===== src/rtl/fb_pkg.sv =====
// Shared definitions for the frame-buffer write path: canvas geometry,
// colour codes, FSM state encoding and the stamp radius type.
package fb_pkg;

    // Canvas geometry: 2^FB_CANVAS_BITS pixels per axis, row-major {y, x} addressing.
    localparam int FB_CANVAS_BITS = 7;
    localparam int FB_ADDR_W      = 2 * FB_CANVAS_BITS;
    localparam int FB_MAX_RADIUS  = 3;

    typedef logic [2:0] color_t;
    typedef logic [1:0] radius_t;

    // Colour codes understood by the VGA read path.
    localparam color_t COLOR_ERASE = 3'b000;
    localparam color_t COLOR_BLUE  = 3'b001;
    localparam color_t COLOR_GREEN = 3'b010;
    localparam color_t COLOR_RED   = 3'b100;
    localparam color_t COLOR_WHITE = 3'b111;

    // FSM state encoding, kept as plain constants for compatibility with older blocks.
    typedef logic [1:0] state_t;
    localparam state_t ST_IDLE  = 2'd0;
    localparam state_t ST_STAMP = 2'd1;
    localparam state_t ST_CLEAR = 2'd2;

    // Clamp a requested radius to the largest stamp the engine supports.
    function automatic radius_t sat_radius(input radius_t r, input radius_t max_r);
        radius_t res;
        if (r > max_r) begin
            res = max_r;
        end else begin
            res = r;
        end
        return res;
    endfunction

endpackage


===== src/rtl/stamp_cursor.sv =====
// Walks a (2r+1)^2 square row-major from a signed origin and reports, for the
// current position, whether it lies on the canvas, its frame-buffer address,
// and whether it is the final position of the stamp.
module stamp_cursor #(
    parameter int CANVAS_BITS = fb_pkg::FB_CANVAS_BITS
) (
    input  logic                       clk,
    input  logic                       reset,
    input  logic                       load,
    input  logic [9:0]                 cmd_x,
    input  logic [9:0]                 cmd_y,
    input  logic [1:0]                 radius,
    input  logic                       advance,
    output logic                       on_canvas,
    output logic [2*CANVAS_BITS-1:0]   cur_addr,
    output logic                       last
);
    import fb_pkg::*;

    logic signed [10:0] x0_q, x0_d;
    logic signed [10:0] y0_q, y0_d;
    logic [2:0]         col_q, col_d;
    logic [2:0]         row_q, row_d;
    logic [2:0]         max_q, max_d;
    logic signed [11:0] cur_x_s;
    logic signed [11:0] cur_y_s;

    // Cursor position, one bit wider than the origin so the far edge of a
    // stamp centred near x=1023 cannot wrap back onto the canvas.
    always_comb begin
        cur_x_s   = $signed({x0_q[10], x0_q}) + $signed({9'b0, col_q});
        cur_y_s   = $signed({y0_q[10], y0_q}) + $signed({9'b0, row_q});
        on_canvas = (cur_x_s[11:CANVAS_BITS] == {(12-CANVAS_BITS){1'b0}}) &&
                    (cur_y_s[11:CANVAS_BITS] == {(12-CANVAS_BITS){1'b0}});
        cur_addr  = {cur_y_s[CANVAS_BITS-1:0], cur_x_s[CANVAS_BITS-1:0]};
        last      = (col_q == max_q) && (row_q == max_q);
    end

    // Load origin/side on a new stamp, otherwise step x fastest, then y.
    always_comb begin
        x0_d  = x0_q;
        y0_d  = y0_q;
        col_d = col_q;
        row_d = row_q;
        max_d = max_q;
        if (load) begin
            x0_d  = $signed({1'b0, cmd_x}) - $signed({9'b0, radius});
            y0_d  = $signed({1'b0, cmd_y}) - $signed({9'b0, radius});
            max_d = {radius, 1'b0};
            col_d = 3'd0;
            row_d = 3'd0;
        end else if (advance) begin
            if (col_q == max_q) begin
                col_d = 3'd0;
                row_d = row_q + 3'd1;
            end else begin
                col_d = col_q + 3'd1;
                row_d = row_q;
            end
        end else begin
            col_d = col_q;
            row_d = row_q;
        end
    end

    // Cursor registers; synchronous reset parks everything at zero.
    always_ff @(posedge clk) begin
        if (reset) begin
            x0_q  <= 11'sd0;
            y0_q  <= 11'sd0;
            col_q <= 3'd0;
            row_q <= 3'd0;
            max_q <= 3'd0;
        end else begin
            x0_q  <= x0_d;
            y0_q  <= y0_d;
            col_q <= col_d;
            row_q <= row_d;
            max_q <= max_d;
        end
    end

endmodule


===== src/rtl/brush_writer.sv =====
// Frame-buffer write engine: accepts brush/clear commands and expands them
// into single-pixel writes issued only in cycles the frame buffer grants.
module brush_writer #(
    parameter int CANVAS_BITS = fb_pkg::FB_CANVAS_BITS,
    parameter int MAX_RADIUS  = fb_pkg::FB_MAX_RADIUS
) (
    input  logic                     clk,
    input  logic                     reset,
    input  logic                     cmd_valid,
    output logic                     cmd_ready,
    input  logic                     cmd_clear,
    input  logic [9:0]               cmd_x,
    input  logic [9:0]               cmd_y,
    input  logic [2:0]               cmd_color,
    input  logic [1:0]               cmd_radius,
    input  logic                     wr_slot,
    output logic                     wr_en,
    output logic [2*CANVAS_BITS-1:0] wr_addr,
    output logic [2:0]               wr_data,
    output logic                     busy
);
    import fb_pkg::*;

    localparam int      ADDR_W = 2 * CANVAS_BITS;
    localparam radius_t MAX_R  = radius_t'(MAX_RADIUS);

    state_t              state_q, state_d;
    logic [ADDR_W-1:0]   sweep_q, sweep_d;
    color_t              color_q, color_d;

    logic                accept_s;
    logic                load_s;
    logic                advance_s;
    logic                pix_on_s;
    logic                cur_on_s;
    logic                cur_last_s;
    logic [ADDR_W-1:0]   cur_addr_s;
    radius_t             radius_s;

    stamp_cursor #(
        .CANVAS_BITS (CANVAS_BITS)
    ) u_cursor (
        .clk       (clk),
        .reset     (reset),
        .load      (load_s),
        .cmd_x     (cmd_x),
        .cmd_y     (cmd_y),
        .radius    (radius_s),
        .advance   (advance_s),
        .on_canvas (cur_on_s),
        .cur_addr  (cur_addr_s),
        .last      (cur_last_s)
    );

    // Handshake, cursor control and write-port gating.
    always_comb begin
        cmd_ready = (state_q == ST_IDLE);
        busy      = (state_q != ST_IDLE);
        accept_s  = cmd_valid & cmd_ready;
        load_s    = accept_s & ~cmd_clear;
        radius_s  = sat_radius(cmd_radius, MAX_R);

        case (state_q)
            ST_STAMP: pix_on_s = cur_on_s;
            ST_CLEAR: pix_on_s = 1'b1;
            default:  pix_on_s = 1'b0;
        endcase

        // Off-canvas pixels never wait for a slot; on-canvas pixels need one.
        if (state_q == ST_STAMP) begin
            advance_s = cur_on_s ? wr_slot : 1'b1;
        end else begin
            advance_s = 1'b0;
        end

        // A reset cycle mid-command must not leak one more write.
        wr_en = pix_on_s & wr_slot & ~reset;
        if (wr_en) begin
            if (state_q == ST_STAMP) begin
                wr_addr = cur_addr_s;
                wr_data = color_q;
            end else begin
                wr_addr = sweep_q;
                wr_data = COLOR_ERASE;
            end
        end else begin
            wr_addr = {ADDR_W{1'b0}};
            wr_data = 3'b000;
        end
    end

    // FSM next state, clear sweep and latched colour.
    always_comb begin
        state_d = state_q;
        sweep_d = sweep_q;
        color_d = color_q;
        case (state_q)
            ST_IDLE: begin
                if (accept_s) begin
                    if (cmd_clear) begin
                        state_d = ST_CLEAR;
                        sweep_d = {ADDR_W{1'b0}};
                    end else begin
                        state_d = ST_STAMP;
                        color_d = cmd_color;
                    end
                end else begin
                    state_d = ST_IDLE;
                end
            end
            ST_STAMP: begin
                if (advance_s && cur_last_s) begin
                    state_d = ST_IDLE;
                end else begin
                    state_d = ST_STAMP;
                end
            end
            ST_CLEAR: begin
                if (wr_slot) begin
                    sweep_d = sweep_q + {{(ADDR_W-1){1'b0}}, 1'b1};
                    if (sweep_q == {ADDR_W{1'b1}}) begin
                        state_d = ST_IDLE;
                    end else begin
                        state_d = ST_CLEAR;
                    end
                end else begin
                    state_d = ST_CLEAR;
                end
            end
            default: begin
                state_d = ST_IDLE;
            end
        endcase
    end

    // Control registers; synchronous reset abandons any command in flight.
    always_ff @(posedge clk) begin
        if (reset) begin
            state_q <= ST_IDLE;
            sweep_q <= {ADDR_W{1'b0}};
            color_q <= COLOR_ERASE;
        end else begin
            state_q <= state_d;
            sweep_q <= sweep_d;
            color_q <= color_d;
        end
    end

endmodule

===== config.mk =====
export PLATFORM = sky130hd
export DESIGN_NAME = brush_writer
export DESIGN_NICKNAME = d
export VERILOG_FILES = /design/src/rtl/fb_pkg.sv /design/src/rtl/stamp_cursor.sv /design/src/rtl/brush_writer.sv
export SDC_FILE = /design/constraint.sdc
export NUM_CORES = 1
export LEC_CHECK = 0
export BUFFER_PORTS_ARGS = -buffer_cell sky130_fd_sc_hd__buf_2
export CAP_MARGIN = 40
export CORE_ASPECT_RATIO = 0.9
export CORE_MARGIN = 3
export CORE_UTILIZATION = 31
export DETAILED_ROUTE_END_ITERATION = 8
export MAX_ROUTING_LAYER = met4
export SYNTH_ARGS = -nofsm -noshare
export SYNTH_HDL_FRONTEND = slang
export SYNTH_SLANG_ARGS = --single-unit

===== constraint.sdc =====
create_clock -name clk -period 2.33 [get_ports clk]
set_input_delay 0.233 -clock clk [delete_from_list [all_inputs] [get_ports clk]]
set_output_delay 0.233 -clock clk [all_outputs]
set_load 0.05 [all_outputs]

* Word level (Yosys, flattened, before mapping)
Index checks and enable logic that the tools add are counted.
** Storage, ports and cells
- Register bits after elaboration :: 49
- Logic and storage cells :: 61
** Cells by class
- $add $sub $neg :: 7
- Magnitude comparators :: 1
- Equal/unequal tests :: 8
- Multiplexer cells :: 19
- Bitwise logic cells :: 6
- Reduce and logical (&&, ||, !) cells :: 12
** Operators with widths (number)
- $mux W14 :: 5
- $pmux W14 S2 :: 1
- $add A11 B4 Y12 :: 2
- $sub A10 B2 Y11 :: 2
- $add A14 B1 Y14 const B :: 1
- $eq A14 B14 Y1 const B :: 1
- $logic_not A5 Y1 :: 2
- $mux W2 :: 5
- $mux W3 :: 3
- $add A3 B1 Y3 const B :: 2
- $eq A3 B3 Y1 :: 2
- $pmux W2 S3 :: 1
- $and A1 B1 Y1 :: 4
- $ne A2 B1 Y1 const B :: 2
- $reduce_and A4 Y1 :: 1
- $reduce_bool A2 Y1 :: 2
- $logic_and A1 B1 Y1 :: 3
- $mux W1 :: 3
- $reduce_and A3 Y1 :: 1
- $eq A2 B1 Y1 const B :: 1
- $eq A2 B2 Y1 const B :: 1
- $gt A2 B2 Y1 const B :: 1
- $logic_not A2 Y1 :: 1
- $ne A2 B2 Y1 const B :: 1
- 4 further kinds :: 5

* Longest topological paths before layout
Gate-level depths: netlist of the first run.
- Word-level depth :: 8
- Mapped depth :: 10
- Depth with buffers taken out :: 9

* Hierarchy
Synthesis of the first run repeated with hierarchy kept, for this count alone.
** Second synthesis, totals
- Cells, all modules :: 367
- Area total of the unflattened synthesis :: 3090.5 µm²
** By module, submodules not included
- stamp_cursor :: instances 1, cells an instance 217, area each 1920.6 µm², sequential area each 600.6 µm²
- brush_writer :: instances 1, cells an instance 150, area each 1169.9 µm², sequential area each 380.4 µm²

* Worst setup path after synthesis of the first run
OpenSTA, ideal clock, no wires.
- Path type :: reg2out
- Start :: reg u_cursor.row_q[0]
- End :: out wr_addr[8]
- Arrival time :: 3.261 ns
- Required time :: 2.097 ns
- Slack :: -1.164 ns
- Stages on the path, launching flop included :: 10
- Path buffers :: 0
- Cells stage by stage :: dfxtp_1 > ha_1 > inv_1 > fa_1 > nand2b_1 > a211oi_1 > o22ai_1 > a2111oi_4 > o2111ai_4 > a211oi_1
** Between the ends
- Longest elaborated chain between the ends :: 7
- Elaborated cells on any way between the ends :: 8
** RTL lines
- from (decl) :: line stamp_cursor.sv:23 : logic [2:0] row_q, row_d;
- from (signal assigned) :: line stamp_cursor.sv:78 : row_q <= row_d;
- $add A11 B4 Y12 (*) :: line stamp_cursor.sv:32 : cur_y_s = $signed({y0_q[10], y0_q}) + $signed({9'b0, row_q});
- $logic_not A5 Y1 :: line stamp_cursor.sv:34 : (cur_y_s[11:CANVAS_BITS] == {(12-CANVAS_BITS){1'b0}});
- $logic_and A1 B1 Y1 :: line stamp_cursor.sv:33 : on_canvas = (cur_x_s[11:CANVAS_BITS] == {(12-CANVAS_BITS){1'b0}}) &&
- $pmux W1 S2 :: line brush_writer.sv:63 : case (state_q)
- $and A1 B1 Y1 (2 in a row) :: line brush_writer.sv:77 : wr_en = pix_on_s & wr_slot & ~reset;
- $mux W14 (*) :: line brush_writer.sv:78 : if (wr_en) begin
- to (decl) :: line brush_writer.sv:18 : output logic [2*CANVAS_BITS-1:0] wr_addr,
Every way passes the cells marked *; elsewhere a longest branch is shown, timed or not.

* Worst setup path after layout of the first run
- Start :: reg u_cursor.row_q[0]
- End :: out wr_addr[11]
The elaborated chain is that of the path after synthesis.

==> impl_results.md, run 1 <==
* Yosys reg bits at 49
* Worst Hold End: color_q[2]
* RSZ-0062 raised after global routing: true
* Final hold violations at 0
* Min cycle time layout at 3.00 ns
* Area fraction of the dominant cell type after synthesis at 31.7%
* Synth Flop Type: dfxtp_1
* CP startpoint kind: flop
* FMAX at 334 MHz
* Async S/R FF share, synth at 0%
* Register area share after synthesis at 31.7%
* Die footprint at 0.0112 sq mm
* Core area at 0.00941 sq mm
* Fin util at 47.4%
* CP max-delay cell: dfxtp_4
* I/O Buffers at 49
* HP Start: cmd_color[2]
* Drt wl/cell at 13.9 um
* Gpl congestion at 0.806
* Post-synth EDFFs at 0
* Max cap viols at 0
* Cell taking the most area after synthesis: dfxtp_1
* Final setup vio count at 21
* Worst Max-Slew Pin Slew at 0.497 ns
* Crit path cell chain: ha_4 > inv_2 > fa_2 > nand2b_4 > a211oi_4 > o22ai_2 > a2111oi_4 > o2111ai_4 > buf_12 > a211oi_4 > buf_6
* Deepest clock path buffer count at 2
* P_leak at 1.66 nW
* Clock net sink count at 49
* Library cells used by synthesis at 46
* Synth cell count leaders: nor2_1 (66), dfxtp_1 (49), nand2_1 (33), a211oi_1 (27), xnor2_1 (21)
* GRT Overall Usage at 15.5%
* Crit share post-route at 129%
* Most used cell, CP: a211oi_4
* Final HPWL from detailed placement at 6.60 mm
* Place WS at -0.460 ns
* Slew headroom at 66.9%
* Routed vias at 2878
* Number of global-route vias before repair at 2770
* Worst path max stage delay at 0.37 ns
* Max VDD drop at 0.265 mV
* Initial Utilization at 32.8%
* Setup slack after layout at -0.668 ns
* Largest net degree at the start of global routing at 47
* Total CTS buffers at 5
* Root Buffer: clkbuf_8
* WL final at 8.28 mm
* ANT cells at 0
* Ports at 50
* Failing checks: setup timing
* Synth warnings at 0
* Die height at 101 um
* Main area contributors after synthesis: dfxtp_1 (32%), nor2_1 (8.0%), ha_1 (6.9%)
* Clock Skews at 0.00915 ns
* H-tree lvl count at 2
* CTS tree: built
* Setup crit end kind: output pin
* Share of layout cells above drive strength 1 at 35.0%
* Req. time, crit path at 2.10 ns
* Most frequent cell after synthesis: nor2_1
* PwrDens at 469 mW/mm^2
* Drt first pass iters at 4
* Clk pin slew, worst setup/hold paths at 0.09 ns
* Grt total ovfl at 0
* Slew Limit Fails at 0
* Fillcell total at 917
* Chip Width at 111 um
* Critical Path Fanout Max at 10
* Post-Syn Instances at 378
* First-pass GRT wire length at 13.7 mm
* Post-Syn Area at 0.00309 sq mm
* Initial antenna violation count at 0
* Post-CTS Hold Fix Bufs at 0
* Avg Cell Area, Syn at 8.18 sq um
* Path depth of the worst reg2reg path at 12
* FP Rows at 33
* Syn_nets at 429
* Layout area overhead at 44.5%
* R2R setup slack at -0.13 ns
* Skew-Pair Late Insertion Delay at 0.30 ns
* Worst min-delay path category: in2reg
* Reg-to-Reg Start: u_cursor.row_q[0]
* Data arrival, critical path at 2.76 ns
* DRT antenna net count at 0
* CP Class: reg2out
* Worst hold stages at 3
* DR iter-0 viols at 92
* DRC at 0
* Worst reg2reg endpoint: u_cursor.row_q[2]
* Via/cell ratio at 4.85
* Outcome: finished, violations left
* Nets at 522
[state kept, by name, summed over array words and instances, names as in the netlist]
signal	count
u_cursor.row_q	3
u_cursor.max_q	2
u_cursor.col_q	3
sweep_q	14
color_q	3
u_cursor.y0_q	11
state_q	2
u_cursor.x0_q	11
[critical path, delay by kind of cell (launching register included)]
family / cells / cell delay (ns)
and+or+nand+nor: 1 / 0.16
DFF: 1 / 0.37
buffers and inverters: 3 / 0.42
adders and majority gates: 2 / 0.46
AOI/OAI and AO/OA: 5 / 1.04
[power breakdown]
part | total [mW] | internal [mW] | switching (mW)
sequential | 0.913 | 0.878 | 0.0344
combinational | 0.489 | 0.208 | 0.281
clock | 0.692 | 0.389 | 0.303
[layer usage]
layer	GRT usage (%)	vias to the layer above	share of wire [%]
met5	-	-	0
met4	3.84	0	0.76
met3	2.40	7	3.8
met2	23.3	62	45
met1	21.9	1309	51
li1	-	1500	-
[stage by stage]
| step | instance area (sq um) | std cells | TNS (ns) | hold slack [ns] | power (mW) |
|---|---|---|---|---|---|
| floorplan | 3370 | 378 | -8.24 | 0.369 | 1.21 |
| detailed placement | 4080 | 582 | -7.27 | 0.449 | 1.40 |
| global placement | 4080 | 582 | -6.22 | 0.444 | 1.38 |
| CTS | 4410 | 593 | -12.22 | 0.152 | 2.11 |
| finish | 4470 | 594 | -11.43 | 0.157 | 2.09 |
| global route | 4470 | 594 | -14.79 | 0.154 | 2.21 |
[logic make-up after synthesis]
logic type	synth area share, %
AND/OR/NAND/NOR	23.0
flip-flops	31.7
adder cells (fa/ha/maj)	9.47
XOR/XNOR	9.63
AO/OA/AOI/OAI	18.4
multiplexers	2.91
buffers and inverters	4.86
[layout by cell type (no fill, tap or decap), types with 3 or more instances in the layout]
cell / count
a211oi_1: 16
a211oi_4: 9
a21oi_1: 14
a21oi_2: 3
a311oi_1: 7
and3_1: 5
buf_12: 3
buf_2: 31
buf_4: 44
buf_6: 16
buf_8: 6
clkbuf_8: 5
dfxtp_1: 43
dfxtp_2: 5
ha_1: 13
ha_4: 3
inv_1: 17
mux2i_1: 8
nand2_1: 33
nand2b_1: 4
nand3_1: 9
nor2_1: 55
nor2_4: 10
nor3_1: 9
nor4_1: 3
o21ai_0: 9
or3_1: 8
xnor2_1: 21
xor2_1: 13
[cell type report]
type                            count  area [sq um]  area share [%]
Clock inverter                      2          38.8           0.868
Timing Repair Buffer              100           816            18.3
Multi-Input combinational cell    295          2300            51.4
Sequential cell                    49           991            22.2
Clock buffer                        6          93.8            2.10
Tap cell                          122           153            3.42
Inverter                           20          78.8            1.76
[worst max path at each step]
stage,cells after the start,end,start
floorplan,8,wr_addr[11],u_cursor.col_q[0]
detailed placement,11,wr_addr[11],u_cursor.y0_q[0]
global route,11,wr_addr[11],u_cursor.row_q[0]
global placement,11,wr_addr[11],u_cursor.y0_q[0]
finish,11,wr_addr[11],u_cursor.row_q[0]
CTS,10,wr_addr[11],u_cursor.x0_q[0]
[repair_timing]
item,4_1_cts,5_1_grt
endpoints found under the setup margin,25,25
gates resized for setup,51,13
buffers inserted,4,4
pin swaps,5,10
(Power assumes the default switching activity.)
==> inputs of run 2 (changes only) <==
--- a/config.mk
+++ b/config.mk
@@ -10,8 +10,10 @@
 export CORE_ASPECT_RATIO = 0.9
 export CORE_MARGIN = 3
 export CORE_UTILIZATION = 31
+export CTS_CLUSTER_SIZE = 25
 export DETAILED_ROUTE_END_ITERATION = 8
 export MAX_ROUTING_LAYER = met4
+export SETUP_SLACK_MARGIN = 0.15
 export SYNTH_ARGS = -nofsm -noshare
 export SYNTH_HDL_FRONTEND = slang
 export SYNTH_SLANG_ARGS = --single-unit
==> impl_results.md, run 2 (synthesis results as in run 1) <==
* Number of global-route vias before repair at 2857
* Crit path cell chain: ha_4 > buf_4 > a21oi_2 > o21ai_2 > a211o_1 > a2111oi_4 > o2111ai_4 > buf_12 > a211oi_4 > buf_6
* Slew Limit Fails at 0
* Die height at 101 um
* Ports at 50
* Final setup vio count at 25
* Final hold violations at 0
* Post-Place Cell Area at 0.00408 sq mm
* Critical Path Fanout Max at 13
* Req. time, crit path at 2.10 ns
* I/O Buffers at 49
* Worst min-delay path category: in2reg
* Nets at 533
* Slew headroom at 67.0%
* Total power after layout at 2.04 mW
* Clk pin slew, worst setup/hold paths at 0.10 ns
* DRC at 0
* Drt first pass iters at 6
* Total CTS buffers at 5
* Share of layout cells above drive strength 1 at 37.7%
* Max VDD drop at 0.327 mV
* Initial Utilization at 32.8%
* DR iter-0 viols at 89
* FP Rows at 33
* CTS tree: built
* Biggest regs: sweep_q x14, u_cursor.x0_q x11, u_cursor.y0_q x11
* Most common cell after layout, fill and taps aside: nor2_1
* CP bufs+invs at 3
* RSZ-0062 raised after global routing: true
* PwrDens at 448 mW/mm^2
* Largest net degree at the start of global routing at 47
* Outcome: finished, violations left
* Routed vias at 2970
* Delay-heaviest family, CP: compound AO/OA/AOI/OAI gates
* ANT cells at 0
* H-tree lvl count at 2
* Most frequent cells in the layout: nor2_1 (55), buf_4 (48), dfxtp_1 (42)
* Clock Skews at 0.00941 ns
* Failing checks: setup timing
* Chip Width at 111 um
* Via/cell ratio at 4.91
* Setup crit end kind: output pin
* Post-route cell area at 0.00455 sq mm
* Root Buffer: clkbuf_8
* CP Class: reg2out
* Die footprint at 0.0112 sq mm
* Fillcell total at 904
* P_leak at 1.72 nW
* Post-CTS Hold Fix Bufs at 0
* FMAX at 335 MHz
* Gpl congestion at 0.814
* Grt total ovfl at 0
* Clock net sink count at 49
* Setup slack after layout at -0.658 ns
* Most flops, register: sweep_q
* Min cycle time layout at 2.99 ns
* Initial antenna violation count at 0
* Deepest clock path buffer count at 2
* Largest register FFs at 14
* Place WS at -0.425 ns
* Worst Max-Slew Pin Slew at 0.495 ns
* CP max-delay cell: a2111oi_4
* Skew-Pair Late Insertion Delay at 0.31 ns
* Worst path max stage delay at 0.45 ns
* Core area at 0.00941 sq mm
* WL final at 8.41 mm
* Data arrival, critical path at 2.75 ns
* First-pass GRT wire length at 14.0 mm
* CP startpoint kind: flop
* Max cap viols at 0
* Final HPWL from detailed placement at 6.40 mm
* DRT antenna net count at 0
* Crit share post-route at 128%
* Drt wl/cell at 13.9 um
* Layout area overhead at 47.2%
* GRT Overall Usage at 15.9%
## run 2: report_power, final
part	internal [mW]	leakage, nW	total [mW]	switching (mW)
registers	0.878	0.403	0.913	0.0343
logic	0.215	1.26	0.501	0.285
clock network	0.322	0.0585	0.627	0.305
total	1.42	1.72	2.04	0.625
## run 2: what timing repair did
item / CTS / global route
pin swaps: 9 / 6
gates cloned: 1 / 0
resized for setup: 59 / 14
endpoints found under the setup margin: 25 / 25
setup buffers: 11 / 2
## run 2: final timing paths
path,startpoint,cells past startpoint,slack [ns],to
max,u_cursor.row_q[0],10,-0.66,wr_addr[11]
min,cmd_color[0],3,0.16,color_q[0]
max reg2reg,u_cursor.row_q[0],17,-0.54,u_cursor.row_q[2]
min reg2reg,color_q[1],2,0.47,color_q[1]
## run 2: final cells by class
class | count | area [sq um] | share of cell area [%]
multi-input cells | 295 | 2300 | 50.5
flip-flops and latches | 49 | 992 | 21.8
repair buffers | 111 | 917 | 20.2
well taps | 122 | 153 | 3.35
inverters | 20 | 78.8 | 1.73
clock buffers | 5 | 68.8 | 1.51
clock inverters | 3 | 43.8 | 0.962
## run 2: worst register-to-register path: cells and delay by family (launching register included)
family | cells | cell delay (ns)
buffers and inverters | 9 | 0.85
adder cells (fa/ha/maj) | 2 | 0.46
AO/OA/AOI/OAI | 3 | 0.43
flip-flops | 1 | 0.37
AND/OR/NAND/NOR | 3 | 0.67
## run 2: routing by layer
metal	up-vias	track usage, %	wire (um)	share of wire, %
met5	-	-	0	0
met4	0	3.65	68	0.81
met3	5	2.52	342	4.1
met2	60	24.6	3810	45
met1	1381	21.9	4190	50
li1	1524	-	-	-
## run 2: through the flow
stage | TNS (ns) | util [%] | std cells | hold WS, ns
floorplan | -8.24 | - | 378 | 0.369
global placement | -6.32 | 43.4 | 583 | 0.446
detailed placement | -7.13 | 43.4 | 583 | 0.455
CTS | -14.21 | 47.6 | 603 | 0.151
global route | -17.34 | 48.3 | 605 | 0.168
finish | -14.36 | 48.3 | 605 | 0.162
==> inputs of run 3 (changes only) <==
==> constraint.sdc (replaced) <==
create_clock -name clk -period 3.4 [get_ports clk]
set_input_delay 0.34 -clock clk [delete_from_list [all_inputs] [get_ports clk]]
set_output_delay 0.34 -clock clk [all_outputs]
set_load 0.05 [all_outputs]
==> impl_results.md, run 3 (synthesis results as in run 1) <==
* CP Class: reg2out
* Worst min-delay path category: in2reg
* Skew-Pair Late Insertion Delay at 0.30 ns
* Die footprint at 0.0112 sq mm
* Fillcell total at 957
* Root Buffer: clkbuf_8
* Clock net sink count at 49
* Max cap viols at 0
* Clk pin slew, worst setup/hold paths at 0.10 ns
* Crit path cell chain: ha_1 > inv_2 > o21ai_2 > a211o_1 > a2111oi_4 > buf_4 > o2111ai_2 > a211oi_1 > buf_4
* RSZ-0062 raised after global routing: true
* ANT cells at 0
* Min cycle time layout at 3.16 ns
* Share of layout cells above drive strength 1 at 26.2%
* Slew Limit Fails at 0
* Largest net degree at the start of global routing at 47
* GRT Overall Usage at 14.6%
* H-tree lvl count at 2
* Chip Width at 111 um
* I/O Buffers at 49
* Deepest clock path buffer count at 2
* Slew headroom at 44.2%
* Worst Max-Slew Pin Slew at 0.830 ns
* Data arrival, critical path at 2.82 ns
* Most frequent cells in the layout: nor2_1 (57), dfxtp_1 (43), nand2_1 (33)
* Fin util at 41.1%
* Area of the multi-input gates at 0.00210 sq mm
* Final setup vio count at 0
* Crit share post-route at 93.1%
* Clock Skews at 0.00688 ns
* Drt wl/cell at 14.1 um
* Total CTS buffers at 5
* DRT antenna net count at 0
* Initial Utilization at 32.8%
* CTS tree: built
* Outcome: finished, final reports clean
* Most common cell after layout, fill and taps aside: nor2_1
* WL final at 7.88 mm
* Most used cell, CP: buf_4
* Nets at 485
* Grt total ovfl at 0
* Core area at 0.00941 sq mm
* CP bufs+invs at 3
* Initial antenna violation count at 0
* Number of global-route vias before repair at 2633
* Via/cell ratio at 5.05
* Max VDD drop at 0.236 mV
* FP Rows at 33
* DRC at 0
* Final hold violations at 0
* Delay-heaviest family, CP: compound AO/OA/AOI/OAI gates
* PwrDens at 340 mW/mm^2
* Register area at 988 sq um
* Worst path max stage delay at 0.39 ns
* Hold WS at 0.267 ns
* First-pass GRT wire length at 13.0 mm
* Req. time, crit path at 3.06 ns
* Gpl congestion at 0.863
* Setup crit end kind: output pin
* CP startpoint kind: flop
* Largest register FFs at 14
* DR iter-0 viols at 174
* Final HPWL from detailed placement at 5.80 mm
* Die height at 101 um
* Ports at 50
* CP max-delay cell: ha_1
* Biggest regs: sweep_q x14, u_cursor.x0_q x11, u_cursor.y0_q x11
* Routed vias at 2811
* FMAX at 316 MHz
* Most flops, register: sweep_q
* Layout area overhead at 25.1%
* Critical Path Fanout Max at 5
* Drt first pass iters at 5
* P_leak at 1.42 nW
==> run 3: cell types whose count changed in the layout (fill, tap and decap cells not counted), sizes merged <==
cell	previous run	this run
buf	111	62
o2111ai	2	3
==> run 3: cell type report <==
| type | instances | share of cell area, % |
|---|---|---|
| flip-flops and latches | 49 | 25.6 |
| well taps | 122 | 3.95 |
| inverters | 20 | 1.94 |
| clock buffers | 5 | 1.78 |
| clock inverters | 3 | 1.20 |
| repair buffers | 62 | 11.2 |
| multi-input cells | 296 | 54.3 |
==> run 3: report_power, final <==
group | total [mW] | leakage (nW) | switching (mW) | internal [mW]
registers | 0.631 | 0.402 | 0.0294 | 0.602
clock network | 0.426 | 0.0543 | 0.206 | 0.220
logic | 0.259 | 0.965 | 0.160 | 0.0988
==> run 3: through the flow <==
step	setup WS [ns]	std cells	cell area [sq um]	TNS, ns	power, mW
final	0.235	557	3870	0	1.32
after global routing	0.137	557	3870	0	1.38
after detailed placement	0.132	539	3450	0	0.884
after floorplan	-0.168	378	3100	-1.18	0.807
after global placement	0.247	539	3450	0	0.879
after CTS	0.170	554	3760	0	1.32
==> run 3: repair_timing <==
action,4_1_cts,5_1_grt
buffers inserted,6,3
hold buffers,0,0
setup endpoints to repair,18,18
pin swaps,5,7
gates cloned,1,0
gates resized for setup,43,22
==> run 3: worst min-delay path: cells and delay by family <==
| kind | cells | cell delay [ns] |
|---|---|---|
| buf+inv | 1 | 0.09 |
| simple gates | 1 | 0.05 |
| compound gates | 1 | 0.05 |
==> run 3: per-layer routing <==
metal | track usage (%) | part of all wire, % | wire, um
met5 | - | 0 | 0
met4 | 3.27 | 0.74 | 58
met3 | 2.70 | 5.4 | 422
met2 | 21.5 | 43 | 3350
met1 | 20.8 | 51 | 4040
==> run 3: path summary, 6_finish.rpt <==
check / start / end / slack [ns] / cells past startpoint
hold reg to reg: color_q[2] / color_q[2] / 0.46 / 2
setup / recovery: u_cursor.row_q[2] / wr_addr[2] / 0.24 / 9
hold / removal: cmd_color[1] / color_q[1] / 0.27 / 3
setup reg to reg: u_cursor.y0_q[0] / u_cursor.col_q[0] / 0.78 / 12
